`src/rtl/l80_uart_io_hub_pkg.sv`:
```
// l80_uart_io_hub_pkg
//   Shared definitions for the light8080 IO-space UART hub:
//   register offsets inside a channel pair, STAT bit positions,
//   IRQEN bit formula and the STAT packing helper.
package l80_uart_io_hub_pkg;

  // Offsets within a channel's two-register slot
  localparam int OFS_DATA = 0;
  localparam int OFS_STAT = 1;

  // STAT bit positions (bits 4 and 0 match the legacy USTAT layout)
  localparam int STAT_OVR  = 6;
  localparam int STAT_FULL = 5;
  localparam int STAT_NE   = 4;
  localparam int STAT_TXP  = 1;
  localparam int STAT_TXB  = 0;

  typedef struct packed {
    logic ovr;
    logic full;
    logic ne;
    logic txp;
    logic txb;
  } ch_stat_t;

  function automatic logic [7:0] pack_stat(ch_stat_t s);
    logic [7:0] r;
    r            = 8'h00;
    r[STAT_OVR]  = s.ovr;
    r[STAT_FULL] = s.full;
    r[STAT_NE]   = s.ne;
    r[STAT_TXP]  = s.txp;
    r[STAT_TXB]  = s.txb | s.txp;
    return r;
  endfunction

  // IO address of register ofs in channel slot ch; slot NCH holds IRQEN
  function automatic logic [7:0] reg_addr(logic [7:0] base, int ch, int ofs);
    return base + 8'(2 * ch + ofs);
  endfunction

  // IRQEN bit indices for channel ch
  function automatic int irqen_rx_bit(int ch);
    return 2 * ch;
  endfunction

  function automatic int irqen_tx_bit(int ch);
    return 2 * ch + 1;
  endfunction

endpackage

```
`src/rtl/l80_byte_fifo.sv`:
```
// l80_byte_fifo
//   Byte FIFO, DEPTH a power of 2. Pointers carry one extra bit so
//   full/empty are told apart by wrap rather than a counter.
//   Pop when empty is ignored; push when full is accepted only if a
//   pop happens in the same cycle.
// Ports:
//   clock, reset      CPU clock, synchronous active-high reset
//   push, din         write strobe and byte
//   pop               read strobe
//   full, empty       occupancy flags
//   head              oldest byte, 8'h00 when empty
module l80_byte_fifo #(
  parameter int DEPTH = 4
) (
  input  logic       clock,
  input  logic       reset,
  input  logic       push,
  input  logic [7:0] din,
  input  logic       pop,
  output logic       full,
  output logic       empty,
  output logic [7:0] head
);
  localparam int AW = $clog2(DEPTH);

  logic [AW:0] wr_ptr, rd_ptr;
  logic [7:0]  mem [DEPTH];
  logic        do_pop, do_push;

  assign empty   = (wr_ptr == rd_ptr);
  assign full    = (wr_ptr[AW] != rd_ptr[AW]) && (wr_ptr[AW-1:0] == rd_ptr[AW-1:0]);
  assign do_pop  = pop & ~empty;
  assign do_push = push & (~full | do_pop);
  assign head    = empty ? 8'h00 : mem[rd_ptr[AW-1:0]];

  always_ff @(posedge clock) begin
    if (reset) begin
      wr_ptr <= '0;
      rd_ptr <= '0;
    end else begin
      if (do_push) wr_ptr <= wr_ptr + 1'b1;
      if (do_pop)  rd_ptr <= rd_ptr + 1'b1;
    end
  end

  always_ff @(posedge clock) begin
    if (do_push) mem[wr_ptr[AW-1:0]] <= din;
  end

endmodule

```
`src/rtl/l80_uart_io_hub.sv`:
```
// l80_uart_io_hub
//   light8080 IO-space hub for NCH UART channels. Each channel has an
//   RX FIFO and a one-entry TX holding register behind DATA/STAT
//   registers at BASE_ADDR+2*ch / +2*ch+1; IRQEN sits at BASE_ADDR+2*NCH.
//   Build option: define L80_IO_IRQ_EN for a R/W IRQEN register and a
//   live irq; otherwise IRQEN reads 0 and irq is tied low.
// Ports:
//   clock, reset                  CPU clock, synchronous active-high reset
//   cpu_io/rd/wr/addr/dout        CPU IO bus
//   io_dout                       registered read data
//   rx_valid, rx_data             per-channel received-byte pulse/byte
//   tx_valid, tx_data, tx_busy    per-channel transmit handshake
//   irq                           level interrupt request
module l80_uart_io_hub
  import l80_uart_io_hub_pkg::*;
#(
  parameter int         NCH       = 2,
  parameter int         RX_DEPTH  = 4,
  parameter logic [7:0] BASE_ADDR = 8'h80
) (
  input  logic                clock,
  input  logic                reset,
  input  logic                cpu_io,
  input  logic                cpu_rd,
  input  logic                cpu_wr,
  input  logic [7:0]          cpu_addr,
  input  logic [7:0]          cpu_dout,
  output logic [7:0]          io_dout,
  input  logic [NCH-1:0]      rx_valid,
  input  logic [NCH-1:0][7:0] rx_data,
  output logic [NCH-1:0]      tx_valid,
  output logic [NCH-1:0][7:0] tx_data,
  input  logic [NCH-1:0]      tx_busy,
  output logic                irq
);

  logic [NCH-1:0][7:0] head;
  logic [NCH-1:0][7:0] stat;
  logic [NCH-1:0]      rx_ne, tx_pend;
  logic [7:0]          irqen_rd;
  logic [7:0]          rd_val;

  for (genvar c = 0; c < NCH; c++) begin : g_ch
    logic       hit_data, hit_stat;
    logic       rd_data, rd_stat, wr_data;
    logic       rd_data_q, rd_stat_q, wr_data_q;
    logic       pop, wr_edge, full, empty, ovr, ovr_set, pend;
    logic [7:0] txd;

    assign hit_data = cpu_io & (cpu_addr == reg_addr(BASE_ADDR, c, OFS_DATA));
    assign hit_stat = cpu_io & (cpu_addr == reg_addr(BASE_ADDR, c, OFS_STAT));
    assign rd_data  = hit_data & cpu_rd;
    assign rd_stat  = hit_stat & cpu_rd;
    assign wr_data  = hit_data & cpu_wr;
    // One pop / one latch per strobe, however long rd/wr is held
    assign pop      = rd_data & ~rd_data_q;
    assign wr_edge  = wr_data & ~wr_data_q;
    // full implies non-empty, so a pop here always frees a slot
    assign ovr_set  = rx_valid[c] & full & ~pop;

    l80_byte_fifo #(.DEPTH(RX_DEPTH)) u_fifo (
      .clock (clock),
      .reset (reset),
      .push  (rx_valid[c]),
      .din   (rx_data[c]),
      .pop   (pop),
      .full  (full),
      .empty (empty),
      .head  (head[c])
    );

    always_ff @(posedge clock) begin
      if (reset) begin
        rd_data_q <= 1'b0;
        rd_stat_q <= 1'b0;
        wr_data_q <= 1'b0;
        ovr       <= 1'b0;
        pend      <= 1'b0;
        txd       <= 8'h00;
      end else begin
        rd_data_q <= rd_data;
        rd_stat_q <= rd_stat;
        wr_data_q <= wr_data;
        // Clear lands the cycle after the STAT read; a new overrun wins
        ovr       <= ovr_set | (ovr & ~rd_stat_q);
        if (pend & ~tx_busy[c])
          pend <= 1'b0;
        else if (wr_edge & ~pend) begin
          pend <= 1'b1;
          txd  <= cpu_dout;
        end
      end
    end

    assign tx_valid[c] = pend & ~tx_busy[c];
    assign tx_data[c]  = txd;
    assign rx_ne[c]    = ~empty;
    assign tx_pend[c]  = pend;
    assign stat[c]     = pack_stat('{ovr: ovr, full: full, ne: ~empty,
                                      txp: pend, txb: tx_busy[c]});
  end

  always_comb begin
    rd_val = 8'h00;
    for (int c = 0; c < NCH; c++) begin
      if (cpu_addr == reg_addr(BASE_ADDR, c, OFS_DATA)) rd_val = head[c];
      if (cpu_addr == reg_addr(BASE_ADDR, c, OFS_STAT)) rd_val = stat[c];
    end
    if (cpu_addr == reg_addr(BASE_ADDR, NCH, 0)) rd_val = irqen_rd;
  end

  always_ff @(posedge clock) begin
    if (reset)       io_dout <= 8'h00;
    else if (cpu_io) io_dout <= rd_val;
  end

`ifdef L80_IO_IRQ_EN
  logic [7:0]       irqen;
  logic [2*NCH-1:0] irq_src;

  always_comb begin
    irq_src = '0;
    for (int c = 0; c < NCH; c++) begin
      irq_src[irqen_rx_bit(c)] = rx_ne[c];
      irq_src[irqen_tx_bit(c)] = ~tx_pend[c] & ~tx_busy[c];
    end
  end

  always_ff @(posedge clock) begin
    if (reset) begin
      irqen <= 8'h00;
      irq   <= 1'b0;
    end else begin
      if (cpu_io & cpu_wr & (cpu_addr == reg_addr(BASE_ADDR, NCH, 0)))
        irqen <= cpu_dout;
      irq <= |(irq_src & irqen[2*NCH-1:0]);
    end
  end

  assign irqen_rd = irqen;
`else
  // No interrupt sources without the option; status bits only feed STAT
  assign irqen_rd = 8'h00;
  assign irq      = 1'b0;
`endif

endmodule
```
`config.mk`:
```
export PLATFORM = sky130hd
export DESIGN_NAME = l80_uart_io_hub
export DESIGN_NICKNAME = d
export VERILOG_FILES = /design/src/rtl/l80_uart_io_hub_pkg.sv /design/src/rtl/l80_byte_fifo.sv /design/src/rtl/l80_uart_io_hub.sv
export SDC_FILE = /design/constraint.sdc
export NUM_CORES = 1
export LEC_CHECK = 0
export CAP_MARGIN = 10
export CORE_MARGIN = 10
export CORE_UTILIZATION = 56
export CTS_BUF_LIST = sky130_fd_sc_hd__clkbuf_4
export CTS_CLUSTER_DIAMETER = 50
export DETAILED_ROUTE_END_ITERATION = 7
export PLACE_DENSITY = 0.93
export SETUP_SLACK_MARGIN = 0.5
export SYNTH_ARGS = -nofsm -noshare
export SYNTH_HDL_FRONTEND = slang
export SYNTH_SLANG_ARGS = --single-unit
```
`constraint.sdc`:
```
create_clock -name clock -period 2.9 [get_ports clock]
set_input_delay 0.58 -clock clock [delete_from_list [all_inputs] [get_ports clock]]
set_output_delay 0.58 -clock clock [all_outputs]
set_load 0.01 [all_outputs]
```
Yosys cells after proc, flatten, opt, wreduce, memory -nomap -nowiden. Memories as Yosys holds them, arrays and structs flattened. A register that Yosys moved wholly into a read port is not among the register bits. Index checks and enable logic that the tools add are counted.

Register bits after elaboration: 46. RAM bits: 64. Input bits: 41. Output and inout bits: 27. Word-level logic and storage cells: 107. Memories kept: 2.

Memories: g_ch[0].u_fifo.mem (depth 4, bits a word 8, read ports 1, clocked after memory_dff 1, wr ports 1, RTL line l80_byte_fifo.sv:27) `logic [7:0] mem [DEPTH];`; g_ch[1].u_fifo.mem (depth 4, bits a word 8, read ports 1, clocked after memory_dff 1, wr ports 1, RTL line l80_byte_fifo.sv:27).

Add/sub/neg operators: 4. Eq/ne operators: 11. Multiplexer cells: 15. Bitwise logic cells: 52. Reductions and logical operators: 6.

Operators by type and width (count): two-way mux 8 bit (7); == test 8 bit (second input constant) (5); bitwise AND 1 bit (28); inverter 1 bit (18); adder 3 x 1 -> 3 bit (second input constant) (4); two-way mux 2 bit (4); == test 3 bit (2); bitwise OR 1 bit (6); == test 2 bit (2); two-way mux 1 bit (4); AND reduction 2 bit (2); OR reduction 2 bit (2); logical AND 1 bit (2); != test 1 bit (2).

Longest topological paths before layout.
Word-level depth: 9. Gate-level depth with buffers: 7. Depth with buffers taken out: 5.

By module. A second synthesis with hierarchy kept.

Cell total of the unflattened synthesis: 368. Area total of the unflattened synthesis: 5012.3 um^2.

By module, submodules not included: l80_byte_fifo (instances 2, cells each 104, area an instance 1707.9 um^2, sequential area each 1121.1 um^2); l80_uart_io_hub (instances 1, cells each 160, area an instance 1596.5 um^2, sequential area each 680.7 um^2).

Worst setup path before layout. Ideal clock, no wire load.

Kind: input port to flip-flop. Start: in cpu_addr[6]. End: reg g_ch[0].u_fifo.wr_ptr[2]. Setup time: 0.121 ns. Data arrival time: 2.561 ns. Required time: 2.779 ns. Path slack: 0.219 ns. Stages: 5. Path buffers: 0. Cell sequence: or4b_4 nor4_1 o21ai_0 nor2_1 mux2_2.

Word-level cells in the longest chain between the ends: 7.

Ends and longest elaborated chain: start, declared (RTL line l80_uart_io_hub.sv:26) `input logic [7:0] cpu_addr,`; == test 8 bit (RTL line l80_uart_io_hub.sv:50) `assign hit_data = cpu_io & (cpu_addr == reg_addr(BASE_ADDR, c, OFS_DATA));`; bitwise AND 1 bit (RTL line l80_uart_io_hub.sv:50); bitwise AND 1 bit (RTL line l80_uart_io_hub.sv:52) `assign rd_data = hit_data & cpu_rd;`; bitwise AND 1 bit (RTL line l80_uart_io_hub.sv:56) `assign pop = rd_data & ~rd_data_q;`; bitwise AND 1 bit (RTL line l80_byte_fifo.sv:32) `assign do_pop = pop & ~empty;`; bitwise OR 1 bit (RTL line l80_byte_fifo.sv:33) `assign do_push = push & (~full | do_pop);`; bitwise AND 1 bit (RTL line l80_byte_fifo.sv:33); end signal, assigned (RTL line l80_byte_fifo.sv:41) `if (do_push) wr_ptr <= wr_ptr + 1'b1;`; end, declared (RTL line l80_byte_fifo.sv:26) `logic [AW:0] wr_ptr, rd_ptr;`.

No other way between the ends. A chain may end at the register's enable or synchronous reset.

Worst setup path after layout.
Start: in cpu_addr[2]. End: reg g_ch[1].txd[2].

Word-level cells in the longest chain between the ends: 6.

Ends and longest elaborated chain: == test 8 bit (RTL line l80_uart_io_hub.sv:50); bitwise AND 1 bit (RTL line l80_uart_io_hub.sv:50); bitwise AND 1 bit (RTL line l80_uart_io_hub.sv:54) `assign wr_data = hit_data & cpu_wr;`; bitwise AND 1 bit (RTL line l80_uart_io_hub.sv:57) `assign wr_edge = wr_data & ~wr_data_q;`; bitwise AND 1 bit (RTL line l80_uart_io_hub.sv:88) `else if (wr_edge & ~pend) begin`; AND reduction 2 bit (no source line); end signal, assigned (RTL line l80_uart_io_hub.sv:90) `txd <= cpu_dout;`; end, declared (RTL line l80_uart_io_hub.sv:48) `logic [7:0] txd;`.

No other way between the ends.

==> results_dict.tcl <==
set metrics [dict create \
    die_area_sq_um 12300 \
    grt_pass1_vias 3437 \
    timing.critical_path.cells "clkdlybuf4s50_1 > or2_2 > or3_4 > or4_2 > mux2i_1 > nor2_1" \
    ios 68 \
    syn_nets 395 \
    pwr-share-comb 0.084 \
    fin_cells 559 \
    clock_skew_ps 11.1 \
    post-route-util 0.733 \
    use_met1 0.214 \
    vias 3276 \
    ff2ff_path_depth 5 \
    grt.total_usage 0.181 \
    cts.path.max_buffers 2 \
    peakVddDrop_v 0.000447 \
    synth_cell_types 46 \
    hold_ws_ps 510 \
    power_density_nw_per_um2 539 \
    critPathTopFamily "simple AND/OR/NAND/NOR gates" \
    period_share 0.838 \
    synthArstFlopShare 0 \
    cp_num_buf_inv 1 \
    yosysSeqAreaShare 0.631 \
    p_leak_nw 2.25 \
    finalInstanceArea_sq_um 5960 \
    cp.arrival_ps 2810 \
    dp_cells 526 \
    tightest_slew_ps 783 \
    use_met2 0.300 \
    cts_buffers 17 \
    synth_edf_count 64 \
    port_buffers 66 \
    status "finished, final reports clean" \
    ant_nets 0 \
    synth_top_area_share 0.415 \
    p_sw_mw 0.797 \
    cts.sinks 114 \
    cp_slowest_cell "or4_2" \
    criticalPathCategory "in -> reg" \
    critical_path.max_stage_delay_ps 760 \
    rsz0062_at_grt "no" \
    placed_cell_area_sq_um 5620 \
    wl_um 11000 \
    ys_seq_elements 114 \
    syn_inst 344 \
    grt_use_met3 0.0590 \
    fmax_mhz 412 \
    period_needed_ps 2430 \
    chipHeight_um 111 \
    report.final.slew_viol_count 0 \
    setup_viol 0 \
    h-tree-depth 4 \
    yosys_warnings 0 \
    whs_endpoint "io_dout[7]" \
    wl_per_cell_um 19.7 \
    synth_top_area_cell "edfxtp_1" \
    postCtsSetupRepairBufs 0 \
    syn_area_per_cell_sq_um 13.5 \
    first_pass_iters 5 \
    nFillCells 496 \
    crit_fanout 4 \
    slew_headroom 0.476 \
    setup.worst_path.end_class "flop" \
    rows 33 \
    hpwlAfterDp_um 7900 \
    required_ps 3280 \
    hold_viol 0 \
    clkTransAtPathRegs_ps 110 \
    area_delta_synth_final_pct 28.6 \
    drt_iter0_markers 318 \
    nets 492 \
    r2r_end "io_dout[0]" \
    via_per_inst 5.86 \
    power.internal_mw 2.41 \
    synthTopCellsByArea "edfxtp_1 41%, dfxtp_1 22%, mux4_2 7.8%" \
    syn_area_sq_um 4630 \
    diodes 0 \
    worstSetupStartpointType "primary input" \
    grt_pass1_wl_um 17900 \
    grt_overflow 0 \
    grt_max_degree 22 \
    p_seq_frac 0.554 \
    antenna_found_initial 0 \
    cts_tree "done" \
    switching_share 0.248 \
    clk_latency_ps 490 \
    remaining_drc_errors 0 \
    min-delay-start "io_dout[7]" \
    clock_power_share 0.361 \
    start_util 0.570 \
    synth_flop_cell "edfxtp_1" \
    grt_busiest_layer "met2" \
    whs_path_depth 2 \
    drv_cap 0 \
    place_congestion 0.979 \
    dieWidth_um 111 \
    hold_class "reg -> reg" \
    r2r_slack_ps 840 \
    drive_gt1_frac 0.203 \
    coreArea_sq_um 8130 \
    cts-root-buf "clkbuf_4" \
]
[logic make-up after synthesis]
| group | share of synthesized area |
|---|---|
| xor+xnor | 0.0265 |
| mux | 0.123 |
| fa+ha+maj | 0.0270 |
| other cells | 0.000809 |
| simple gates | 0.116 |
| flops | 0.631 |
| buf+inv | 0.0213 |
| compound gates | 0.0540 |
[layout by cell type (no fill, tap or decap), types with 5 or more instances in the layout]
cell	synthesis	routed
edfxtp_1	64	64
clkdlybuf4s50_1	0	62
dfxtp_1	50	50
nor2_1	45	44
buf_4	2	21
mux2i_1	20	19
clkbuf_4	0	17
mux4_2	16	16
nand2_1	13	13
ha_1	10	10
inv_1	9	9
xor2_1	8	8
o21ai_0	9	8
a21oi_1	8	8
nor2b_1	8	7
xnor2_1	6	6
nor3_1	7	6
nand3_1	5	5
[cell type report]
| cell class | instances | area, sq um | share of cell area |
|---|---|---|---|
| clock buffer | 17 | 128 | 0.0214 |
| clock inverter | 15 | 158 | 0.0265 |
| inverter | 9 | 33.8 | 0.00567 |
| multi-input combinational | 207 | 1670 | 0.280 |
| sequential | 114 | 2920 | 0.490 |
| tap | 105 | 131 | 0.0220 |
| timing repair buffer | 92 | 920 | 0.154 |
[through the flow]
step | total power, mW | setup slack, ps | setup TNS, ps
3_5_place_dp | 2.07 | -59.2 | -1760
3_3_place_gp | 2.06 | 0.278 | 0
2_1_floorplan | 1.92 | 457 | 0
5_1_grt | 3.35 | 509 | 0
6_report | 3.21 | 470 | 0
4_1_cts | 3.22 | 488 | 0
[sequential cells by signal, summed over array words and instances (netlist names), named ones only]
register / flops
g_ch.ovr: 2
g_ch.pend: 2
g_ch.rd_data_q: 2
g_ch.rd_stat_q: 2
g_ch.txd: 16
g_ch.u_fifo.mem: 64
g_ch.u_fifo.rd_ptr: 6
g_ch.u_fifo.wr_ptr: 6
g_ch.wr_data_q: 2
io_dout: 8
[power groups by stage]
stage	Combinational, mW	Sequential [mW]	Clock [mW]
2_1_floorplan	0.115	1.81	0
3_3_place_gp	0.245	1.81	0
3_5_place_dp	0.258	1.82	0
4_1_cts	0.263	1.78	1.18
5_1_grt	0.292	1.78	1.27
6_report	0.271	1.78	1.16
[timing repair]
item / in CTS / in global routing
resized for setup: 1 / 14
endpoints found under the setup margin: 11 / 69
pin swaps: 0 / 4
hold buffers: 0 / 0
cloned: 0 / 1
[worst max path at each step]
stage	endpoint	slack, ps	start	cells past startpoint
CTS	g_ch[1].txd[2]	490	cpu_addr[6]	6
global placement	g_ch[1].u_fifo.mem[3][5]	0.3	cpu_addr[6]	6
detailed placement	g_ch[1].txd[3]	-60	cpu_addr[6]	6
global route	g_ch[1].txd[2]	510	cpu_addr[2]	6
floorplan	g_ch[1].txd[1]	460	cpu_addr[6]	6
finish	g_ch[1].txd[2]	470	cpu_addr[2]	6
[worst register-to-register path: stages (launching register included)]
cell	delay [ps]
dfxtp_1	700
mux4_2	580
o311ai_0	130
o21ai_0	190
o2bb2ai_1	160
a22o_1	200
[layer usage]
layer,share of wire,up-vias
met5,0,-
met4,0.020,0
met3,0.078,28
met2,0.50,188
met1,0.40,1580
li1,-,1480
[cell usage after synthesis, types with 8 or more instances]
library cell	number
mux4_2	16
edfxtp_1	64
ha_1	10
nor2_1	45
o21ai_0	9
a21oi_1	8
nor2b_1	8
nand2_1	13
clkbuf_1	12
mux2i_1	20
inv_1	9
dfxtp_1	50
xor2_1	8
(Power assumes the default switching activity.)
